$ cat src/rtl/door_pkg.sv
// Shared encodings for the sliding door controller.
// State codes, mode codes and the state-to-motor mapping.
package door_pkg;

    localparam logic [2:0] ST_IDLE    = 3'd0;
    localparam logic [2:0] ST_OPENING = 3'd1;
    localparam logic [2:0] ST_OPEN    = 3'd2;
    localparam logic [2:0] ST_CLOSING = 3'd3;
    localparam logic [2:0] ST_STOP    = 3'd4;
    localparam logic [2:0] ST_FAULT   = 3'd5;

    localparam logic [1:0] MODE_AUTO        = 2'b00;
    localparam logic [1:0] MODE_LOCK_OPEN   = 2'b01;
    localparam logic [1:0] MODE_LOCK_CLOSED = 2'b10;

    // Motor command {mo, mc, ms} driven while in a given state.
    function automatic logic [2:0] motor_bits(input logic [2:0] st);
        logic [2:0] m;
        m = 3'b000;
        case (st)
            ST_OPENING: m = 3'b100;
            ST_CLOSING: m = 3'b010;
            ST_STOP:    m = 3'b001;
            ST_FAULT:   m = 3'b001;
            default:    m = 3'b000;
        endcase
        return m;
    endfunction

endpackage

$ cat src/rtl/door_timer.sv
// Loadable saturating up/down counter used for hold and travel timing.
// Ports: clk, rst (async low), clr, load/load_val, up, dn -> count.
module door_timer #(
    parameter int W   = 4,
    parameter int MAX = 15
) (
    input  logic         clk,
    input  logic         rst,
    input  logic         clr,
    input  logic         load,
    input  logic [W-1:0] load_val,
    input  logic         up,
    input  logic         dn,
    output logic [W-1:0] count
);

    localparam logic [W-1:0] TOP = W'(MAX);
    localparam logic [W-1:0] ONE = W'(1);

    // Priority: clear, load, count up, count down; both ends saturate.
    always_ff @(posedge clk or negedge rst) begin
        if (!rst) begin
            count <= '0;
        end else if (clr) begin
            count <= '0;
        end else if (load) begin
            count <= load_val;
        end else if (up && count != TOP) begin
            count <= count + ONE;
        end else if (dn && count != '0) begin
            count <= count - ONE;
        end
    end

endmodule

$ cat src/rtl/sliding_door_ctrl.sv
// Automatic sliding door controller: open on presence, hold, close, reverse on obstruction, fault on timeout or switch conflict.
// Ports: clk, rst (async low), person_detected, door_opened, door_closed, mode[1:0], fault_clr -> mo, mc, ms, fault, obstr_alarm, state_o[2:0].
module sliding_door_ctrl
    import door_pkg::*;
#(
    parameter int HOLD_CYCLES    = 15,
    parameter int TRAVEL_TIMEOUT = 64,
    parameter int MAX_REOPEN     = 3
) (
    input  logic       clk,
    input  logic       rst,
    input  logic       person_detected,
    input  logic       door_opened,
    input  logic       door_closed,
    input  logic [1:0] mode,
    input  logic       fault_clr,
    output logic       mo,
    output logic       mc,
    output logic       ms,
    output logic       fault,
    output logic       obstr_alarm,
    output logic [2:0] state_o
);

    localparam int HW = $clog2(HOLD_CYCLES + 1);
    localparam int TW = $clog2(TRAVEL_TIMEOUT + 1);
    localparam int RW = $clog2(MAX_REOPEN + 1);

    localparam logic [HW-1:0] HOLD_INIT = HW'(HOLD_CYCLES);
    localparam logic [TW-1:0] TRAV_LAST = TW'(TRAVEL_TIMEOUT - 1);
    localparam logic [RW-1:0] ROP_MAX   = RW'(MAX_REOPEN);
    localparam logic [RW-1:0] ROP_ONE   = RW'(1);

    logic [2:0]    state_q;
    logic [2:0]    state_d;
    logic [HW-1:0] hold_cnt;
    logic [TW-1:0] trav_cnt;
    logic [RW-1:0] rop_q;
    logic [RW-1:0] rop_d;
    logic          alarm_q;
    logic          alarm_d;

    logic hold_ld;
    logic hold_dn;
    logic trav_clr;
    logic trav_up;
    logic cnt_clr;

    logic lock_open;
    logic lock_closed;
    logic auto_m;
    logic conflict;
    logic trav_exp;
    logic person_eff;

    assign lock_open   = (mode == MODE_LOCK_OPEN);
    assign lock_closed = (mode == MODE_LOCK_CLOSED);
    assign auto_m      = !lock_open && !lock_closed;
    assign conflict    = door_opened && door_closed;
    // The current cycle is the last allowed one in travel.
    assign trav_exp    = (trav_cnt >= TRAV_LAST);
    // Presence does not extend the hold while locked closed.
    assign person_eff  = person_detected && !lock_closed;

    always_comb begin
        state_d  = state_q;
        hold_ld  = 1'b0;
        hold_dn  = 1'b0;
        trav_clr = 1'b0;
        trav_up  = 1'b0;
        cnt_clr  = 1'b0;
        rop_d    = rop_q;
        alarm_d  = alarm_q;
        if (conflict && state_q inside
            {ST_IDLE, ST_OPENING, ST_OPEN, ST_CLOSING, ST_STOP}) begin
            state_d = ST_FAULT;
        end else begin
            case (state_q)
                ST_IDLE: begin
                    if (lock_open ||
                        (auto_m && person_detected && door_closed)) begin
                        state_d  = ST_OPENING;
                        trav_clr = 1'b1;
                    end
                end
                ST_OPENING: begin
                    if (door_opened) begin
                        state_d = ST_OPEN;
                        hold_ld = 1'b1;
                    end else if (trav_exp) begin
                        state_d = ST_FAULT;
                    end else begin
                        trav_up = 1'b1;
                    end
                end
                ST_OPEN: begin
                    if (person_eff) begin
                        hold_ld = 1'b1;
                    end else if (hold_cnt != '0) begin
                        hold_dn = 1'b1;
                    end else if (!lock_open) begin
                        state_d  = ST_CLOSING;
                        trav_clr = 1'b1;
                    end
                end
                ST_CLOSING: begin
                    // A lock-open request reverses without counting as an obstruction.
                    if (lock_open) begin
                        state_d  = ST_OPENING;
                        trav_clr = 1'b1;
                    end else if (person_detected) begin
                        state_d = ST_STOP;
                        if (rop_q != ROP_MAX) begin
                            rop_d = rop_q + ROP_ONE;
                        end
                    end else if (door_closed) begin
                        state_d = ST_IDLE;
                        rop_d   = '0;
                        alarm_d = 1'b0;
                    end else if (trav_exp) begin
                        state_d = ST_FAULT;
                    end else begin
                        trav_up = 1'b1;
                    end
                end
                ST_STOP: begin
                    if (!person_detected) begin
                        state_d  = ST_OPENING;
                        trav_clr = 1'b1;
                        if (rop_q == ROP_MAX) begin
                            alarm_d = 1'b1;
                        end
                    end
                end
                ST_FAULT: begin
                    if (fault_clr) begin
                        state_d = ST_IDLE;
                        cnt_clr = 1'b1;
                        rop_d   = '0;
                    end
                end
                default: begin
                    state_d = ST_IDLE;
                end
            endcase
        end
    end

    door_timer #(
        .W   (HW),
        .MAX (HOLD_CYCLES)
    ) u_hold (
        .clk      (clk),
        .rst      (rst),
        .clr      (cnt_clr),
        .load     (hold_ld),
        .load_val (HOLD_INIT),
        .up       (1'b0),
        .dn       (hold_dn),
        .count    (hold_cnt)
    );

    door_timer #(
        .W   (TW),
        .MAX (TRAVEL_TIMEOUT)
    ) u_trav (
        .clk      (clk),
        .rst      (rst),
        .clr      (trav_clr | cnt_clr),
        .load     (1'b0),
        .load_val ('0),
        .up       (trav_up),
        .dn       (1'b0),
        .count    (trav_cnt)
    );

    // Outputs follow the next state so they change on the transition edge.
    always_ff @(posedge clk or negedge rst) begin
        if (!rst) begin
            state_q      <= ST_IDLE;
            {mo, mc, ms} <= 3'b000;
            fault        <= 1'b0;
            rop_q        <= '0;
            alarm_q      <= 1'b0;
        end else begin
            state_q      <= state_d;
            {mo, mc, ms} <= motor_bits(state_d);
            fault        <= (state_d == ST_FAULT);
            rop_q        <= rop_d;
            alarm_q      <= alarm_d;
        end
    end

    assign state_o     = state_q;
    assign obstr_alarm = alarm_q;

endmodule

$ cat config.mk
export PLATFORM = sky130hd
export DESIGN_NAME = sliding_door_ctrl
export DESIGN_NICKNAME = d
export VERILOG_FILES = /design/src/rtl/door_pkg.sv /design/src/rtl/door_timer.sv /design/src/rtl/sliding_door_ctrl.sv
export SDC_FILE = /design/constraint.sdc
export NUM_CORES = 1
export LEC_CHECK = 0
export ABC_AREA = 1
export ABC_CLOCK_PERIOD_IN_PS = 1600
export CAP_MARGIN = 40
export CORE_UTILIZATION = 55
export DETAILED_ROUTE_END_ITERATION = 8
export GPL_TIMING_DRIVEN = 1
export PLACE_DENSITY = 0.87
export REMOVE_ABC_BUFFERS = 1
export SLEW_MARGIN = 15
export SYNTH_ARGS = -nofsm -noshare
export SYNTH_HDL_FRONTEND = slang
export SYNTH_SLANG_ARGS = --single-unit
$ cat constraint.sdc
create_clock -name clk -period 1.6 [get_ports clk]
set_input_delay 0.16 -clock clk [delete_from_list [all_inputs] [get_ports clk]]
set_output_delay 0.16 -clock clk [all_outputs]
set_load 0.01 [all_outputs]
==> impl_metrics.yaml, run 1 <==
global_route:
  grt_max_degree: 22
  track_usage_pct: 29.1
  grt_pass1_vias: 1377
  antenna_found_initial: 0
  gr-total-overflow: 0
  grt_pass1_wl_mm: 5.70
hold_path:
  hp-class: "in -> async"
power_and_ir_drop:
  pwr-share-clk_pct: 9.3
  power_mw: 2.93
  power.internal_mw: 1.57
  netSwitchingFraction_pct: 46.3
  switchingPower_mw: 1.36
  p_per_area_nw_per_um2: 1600
  peakVddDrop_v: 0.00123
  pwr-share-seq_pct: 31.8
  power_frac_comb_pct: 58.9
  p_leak_nw: 0.970
place:
  portBuffers: 15
  place_hpwl_mm: 2.58
  place_congestion: 0.965
  placed_cells: 253
  placed_cell_area_um2: 1670
  post-place-ws_ns: -0.220
yosys:
  synth_seq_area_share_pct: 38.0
  ys.flop_type: "dfrtp_1"
  synth_common_cells: "nand2_1, inv_1, nor2_1"
  synth_cells: 196
  yosys_register_bits: 21
  yosys_warnings: 0
  synth_edf_count: 0
  synth_top_area_share_pct: 38.0
  synthTopCellsByArea: "dfrtp_1, nand2_1, nand3_1, inv_1, nor2_1"
  yosysTopAreaCell: "dfrtp_1"
  synthMostInstantiatedCell: "nand2_1"
  avgSynthCellArea_um2: 7.05
  async_reset_ff_share_pct: 100
  synth_cell_type_count: 22
  synth_area_um2: 1380
detailed_routing:
  ant_nets: 0
  drt_wl_total_mm: 3.85
  vias: 1488
  drc: 0
  avgViaCountPerCell: 5.72
  drt-wirelength-per-cell_um: 14.8
  firstDrtPassIters: 4
  first_iter_violations: 43
timing:
  whs_ns: 0.165
  tightest_slew_ns: 0.314
  clock_skew_ns: 0.00621
  fin_ws_ns: 0.00915
  slew_headroom_pct: 79.0
  setup_viol: 0
  rsz0062_at_grt: "yes"
  maxSlewViolCount: 0
  min_period_ns: 1.59
  post-route-period-util_pct: 99.4
  fin_setup_tns_ns: 0
  fmax_mhz: 629
  hold_viol: 0
clock_network:
  clk_pin_slew_ns: 0.13
  ctsHoldBuffers: 0
  cts_tree: "yes"
  numClockSinks: 21
  cts_root_buffer: "clkbuf_4"
  htree_levels: 1
  clockBufferDepth: 2
  clk_latency_ns: 0.32
  cts_buffers: 3
floorplan:
  fp.dieH_um: 52.1
  die_area_um2: 2720
  start_util_pct: 60.2
  core-area_um2: 2300
  num_rows: 17
  boundaryPins: 16
  die_w_um: 52.1
finish:
  final_nets: 247
  area_growth_pct: 32.6
  stdcell_area_um2: 1830
  diodes: 0
  instances_no_fill: 260
  drive_gt1_share_pct: 25.9
  final_util_pct: 79.8
critical_path:
  endpoint_kind: "flop"
  cp_max_fo: 6
  worstPathCellList: "nor2_4 > o21bai_4 > nand3_2 > nand2_1 > nor2_1 > inv_1 > o21ai_1"
  cpPeakStageDelay_ns: 0.48
  slowest_stage: "dfrtp_2"
  cp_data_required_time_ns: 1.85
  start_kind: "flop"
  crit_type: "reg -> reg"
  arrival_ns: 1.84
status:
  status: "complete, no violations"
run:
  max_cap_violations: 0
==> registers in the layout, summed over array words and instances, names as in the netlist <==
signal,cells
rop_q,2
mo,1
u_hold.count,4
obstr_alarm,1
fault,1
state_o,3
ms,1
u_trav.count,7
mc,1
==> power groups by stage <==
stage	clock network (mW)	registers, mW	logic (mW)
2_1_floorplan	0	0.919	0.891
4_1_cts	0.280	0.888	1.52
3_5_place_dp	0	0.901	1.50
6_report	0.274	0.931	1.72
5_1_grt	0.295	0.957	1.90
3_3_place_gp	0	0.893	1.43
==> layer usage <==
layer / track usage, % / part of all wire [%]
met1: 36.1 / 43
met2: 48.5 / 46
met3: 4.68 / 7.6
met4: 14.9 / 3.5
met5: 0 / 0
==> cell type report <==
type	count	area, um^2
Multi-Input combinational cell	144	828
Clock buffer	3	22.5
Fill cell	143	464
Tap cell	28	35.0
Inverter	31	119
Timing Repair Buffer	32	294
Clock inverter	1	5.00
Sequential cell	21	529
==> path summary, 6_finish.rpt <==
path                                   endpoint       start  cells after the start  slack, ns
max in group asynchronous            state_o[0]         rst                      2       1.19
worst min-delay path                obstr_alarm         rst                      2       0.17
worst min register to register         rop_q[1]    rop_q[1]                      2       0.52
min in group clk                       rop_q[1]    rop_q[1]                      2       0.52
worst max register to register  u_hold.count[2]  state_o[1]                      7      0.009
worst max-delay path            u_hold.count[2]  state_o[1]                      7      0.009
==> critical path: cells and delay by family (launching register included) <==
kind,cells,cell delay (ns)
simple gates,4,0.58
flops,1,0.48
compound gates,2,0.34
buf+inv,1,0.10
==> cells in the final DEF, fill, tap and decap left out, types with 2 or more instances in the layout <==
cell,count
a21oi_1,2
a21oi_2,2
buf_4,15
clkbuf_4,3
clkdlybuf4s50_1,15
dfrtp_1,18
dfrtp_2,3
ha_1,4
inv_1,26
inv_2,4
nand2_1,41
nand2_2,10
nand3_1,22
nand3_2,6
nand3b_1,2
nor2_1,25
nor2_2,6
nor2_4,2
o211ai_1,3
o21ai_0,2
o21ai_1,6
xor2_1,2
==> kinds of logic (layout without fill, tap and decap cells) <==
kind of cell	Yosys count	count (layout)	share of synthesized area, %
xor+xnor	3	3	1.90
buf+inv	31	67	8.42
fa+ha+maj	6	6	5.43
simple gates	117	117	37.2
compound gates	18	18	9.05
flops	21	21	38.0
==> timing repair <==
action / in CTS / in global routing
pin swaps: 0 / 9
endpoints found under the setup margin: 2 / 17
resized for setup: 2 / 31
buffers inserted: 0 / 3
Power figures use the tool's default switching activity.
==> run 2, diff against run 1 <==
--- a/config.mk
+++ b/config.mk
@@ -11,6 +11,7 @@
 export CORE_UTILIZATION = 55
 export DETAILED_ROUTE_END_ITERATION = 8
 export GPL_TIMING_DRIVEN = 1
+export HOLD_SLACK_MARGIN = 0.02
 export PLACE_DENSITY = 0.87
 export REMOVE_ABC_BUFFERS = 1
 export SLEW_MARGIN = 15
==> results of run 2 <==
Same layout as run 1: the final DEF is identical, and so are final timing and power.
==> run 3, diff against run 2 <==
--- a/config.mk
+++ b/config.mk
@@ -6,13 +6,13 @@
 export NUM_CORES = 1
 export LEC_CHECK = 0
 export ABC_AREA = 1
-export ABC_CLOCK_PERIOD_IN_PS = 1600
+export ABC_CLOCK_PERIOD_IN_PS = 1310
 export CAP_MARGIN = 40
-export CORE_UTILIZATION = 55
+export CORE_UTILIZATION = 50
 export DETAILED_ROUTE_END_ITERATION = 8
 export GPL_TIMING_DRIVEN = 1
 export HOLD_SLACK_MARGIN = 0.02
-export PLACE_DENSITY = 0.87
+export PLACE_DENSITY = 0.75
 export REMOVE_ABC_BUFFERS = 1
 export SLEW_MARGIN = 15
 export SYNTH_ARGS = -nofsm -noshare
==> constraint.sdc (replaced) <==
create_clock -name clk -period 1.31 [get_ports clk]
set_input_delay 0.131 -clock clk [delete_from_list [all_inputs] [get_ports clk]]
set_output_delay 0.131 -clock clk [all_outputs]
set_load 0.01 [all_outputs]
==> run 3 against run 2 <==
The flow now finishes with violations (setup timing). Utilization rose by 7.5 points. Non-clock buffer count rose by 26. Total power rose by 52%. Final cell count rose by 11%. Maximum frequency fell by 1.2%. Combinational power rose by 74%. Sequential share of layout area fell by 5.0 points. Register-to-register slack got worse by 0.31 ns. Largest power group unchanged.
==> impl_metrics.yaml, run 3 (synthesized netlist as in run 1, its figures left out) <==
place:
  portBuffers: 15
  place_congestion: 0.952
  place_hpwl_mm: 2.75
floorplan:
  core-area_um2: 2540
  fp.dieH_um: 54.6
  die_w_um: 54.6
  boundaryPins: 16
  die_area_um2: 2980
  num_rows: 18
  start_util_pct: 54.3
timing:
  slew_headroom_pct: 78.5
  fin_setup_tns_ns: -4.95
  fmax_mhz: 621
  fin_ws_ns: -0.300
  tightest_slew_ns: 0.320
  whs_ns: 0.134
  post-route-period-util_pct: 123
  clock_skew_ns: 0.0107
  hold_viol: 0
  rsz0062_at_grt: "yes"
  min_period_ns: 1.61
  maxSlewViolCount: 0
  setup_viol: 21
finish:
  final_cell_mix: "nand2_1, buf_4, inv_1, nor2_1, dfrtp_1"
  final_nets: 273
  area_growth_pct: 60.6
  drive_gt1_share_pct: 46.5
  diodes: 0
  regMostFlops: "u_trav.count"
  largest_reg_flops: 7
detailed_routing:
  drt_wl_total_mm: 5.10
  first_iter_violations: 76
  vias: 1688
  drc: 0
  avgViaCountPerCell: 5.86
  firstDrtPassIters: 5
  ant_nets: 0
  drt-wirelength-per-cell_um: 17.7
power_and_ir_drop:
  peakVddDrop_v: 0.00177
  netSwitchingFraction_pct: 46.6
  switchingPower_mw: 2.07
  p_per_area_nw_per_um2: 2000
  pwr-share-clk_pct: 7.7
  p_leak_nw: 1.19
  power_frac_comb_pct: 67.5
  pwr-share-seq_pct: 24.8
  power.internal_mw: 2.37
  power_mw: 4.45
clock_network:
  clockBufferDepth: 2
  numClockSinks: 21
  clk_latency_ns: 0.32
  ctsHoldBuffers: 0
  cts_buffers: 3
  htree_levels: 1
  clk_pin_slew_ns: 0.14
  cts_tree: "yes"
  cts_root_buffer: "clkbuf_4"
critical_path:
  endpoint_kind: "flop"
  cp_max_fo: 4
  arrival_ns: 1.83
  crit_type: "reg -> reg"
  start_kind: "flop"
  cp_data_required_time_ns: 1.53
global_route:
  antenna_found_initial: 0
  grt_pass1_wl_mm: 6.62
  gr-total-overflow: 0
  grt_pass1_vias: 1502
  grt_max_degree: 22
  track_usage_pct: 31.9
status:
  violations: "setup timing"
  status: "complete, but fails checks"
run:
  max_cap_violations: 0
hold_path:
  hp-class: "in -> async"
## run 3: critical path: stages, from the launching register on
cell and delay [ns]:
dfrtp_1 0.45, ha_2 0.22, nand2_2 0.10, nand2_4 0.08, a21oi_4 0.16, nor2_1 0.08
nor2_2 0.19, nand2_1 0.08, nor2_1 0.09, nor2_1 0.05
## run 3: final timing paths
check,start,endpoint,slack (ns),cells after the start
setup / recovery,u_trav.count[0],fault,-0.30,9
hold reg to reg,u_hold.count[1],u_hold.count[1],0.53,2
max in group asynchronous,rst,state_o[1],0.92,2
hold / removal,rst,u_trav.count[3],0.13,2
min in group clk,u_hold.count[1],u_hold.count[1],0.53,2
setup reg to reg,u_trav.count[0],fault,-0.30,9
## run 3: cell type report
class	instances	area [um^2]
fill	122	324
timing repair buffer	58	505
sequential	21	529
tap	30	37.5
multi-input combinational	144	1000
inverter	31	121
clock buffer	3	22.5
clock inverter	1	5.00
## run 3: routing by layer
layer	vias to the layer above	share of wire (%)	GRT usage (%)
met4	0	5.4	13.2
met1	801	40	38.2
met5	-	0	0
li1	754	-	-
met3	32	8.0	5.28
met2	101	47	55.6
## run 3: through the flow
step | utilization, % | area, um^2 | std cells | setup WS (ns)
after floorplan | - | 1380 | 196 | -0.140
after global placement | 72.6 | 1850 | 278 | -0.403
after detailed placement | 72.6 | 1850 | 278 | -0.474
after CTS | 82.3 | 2090 | 286 | -0.223
after global routing | 87.3 | 2220 | 288 | -0.393
final | 87.3 | 2220 | 288 | -0.300
## run 3: power by group through the flow
stage / logic (mW) / registers [mW] / clock network, mW
after floorplan: 1.09 / 1.12 / 0
after global placement: 2.14 / 1.06 / 0
after detailed placement: 2.22 / 1.07 / 0
after CTS: 2.64 / 1.08 / 0.321
after global routing: 3.19 / 1.13 / 0.362
final: 3.00 / 1.10 / 0.344
## run 3: repair_timing
action                                  CTS  global route
endpoints found under the setup margin   29            23
gates resized for setup                  74            34
buffers inserted                          4             4
pin swaps                                23            17
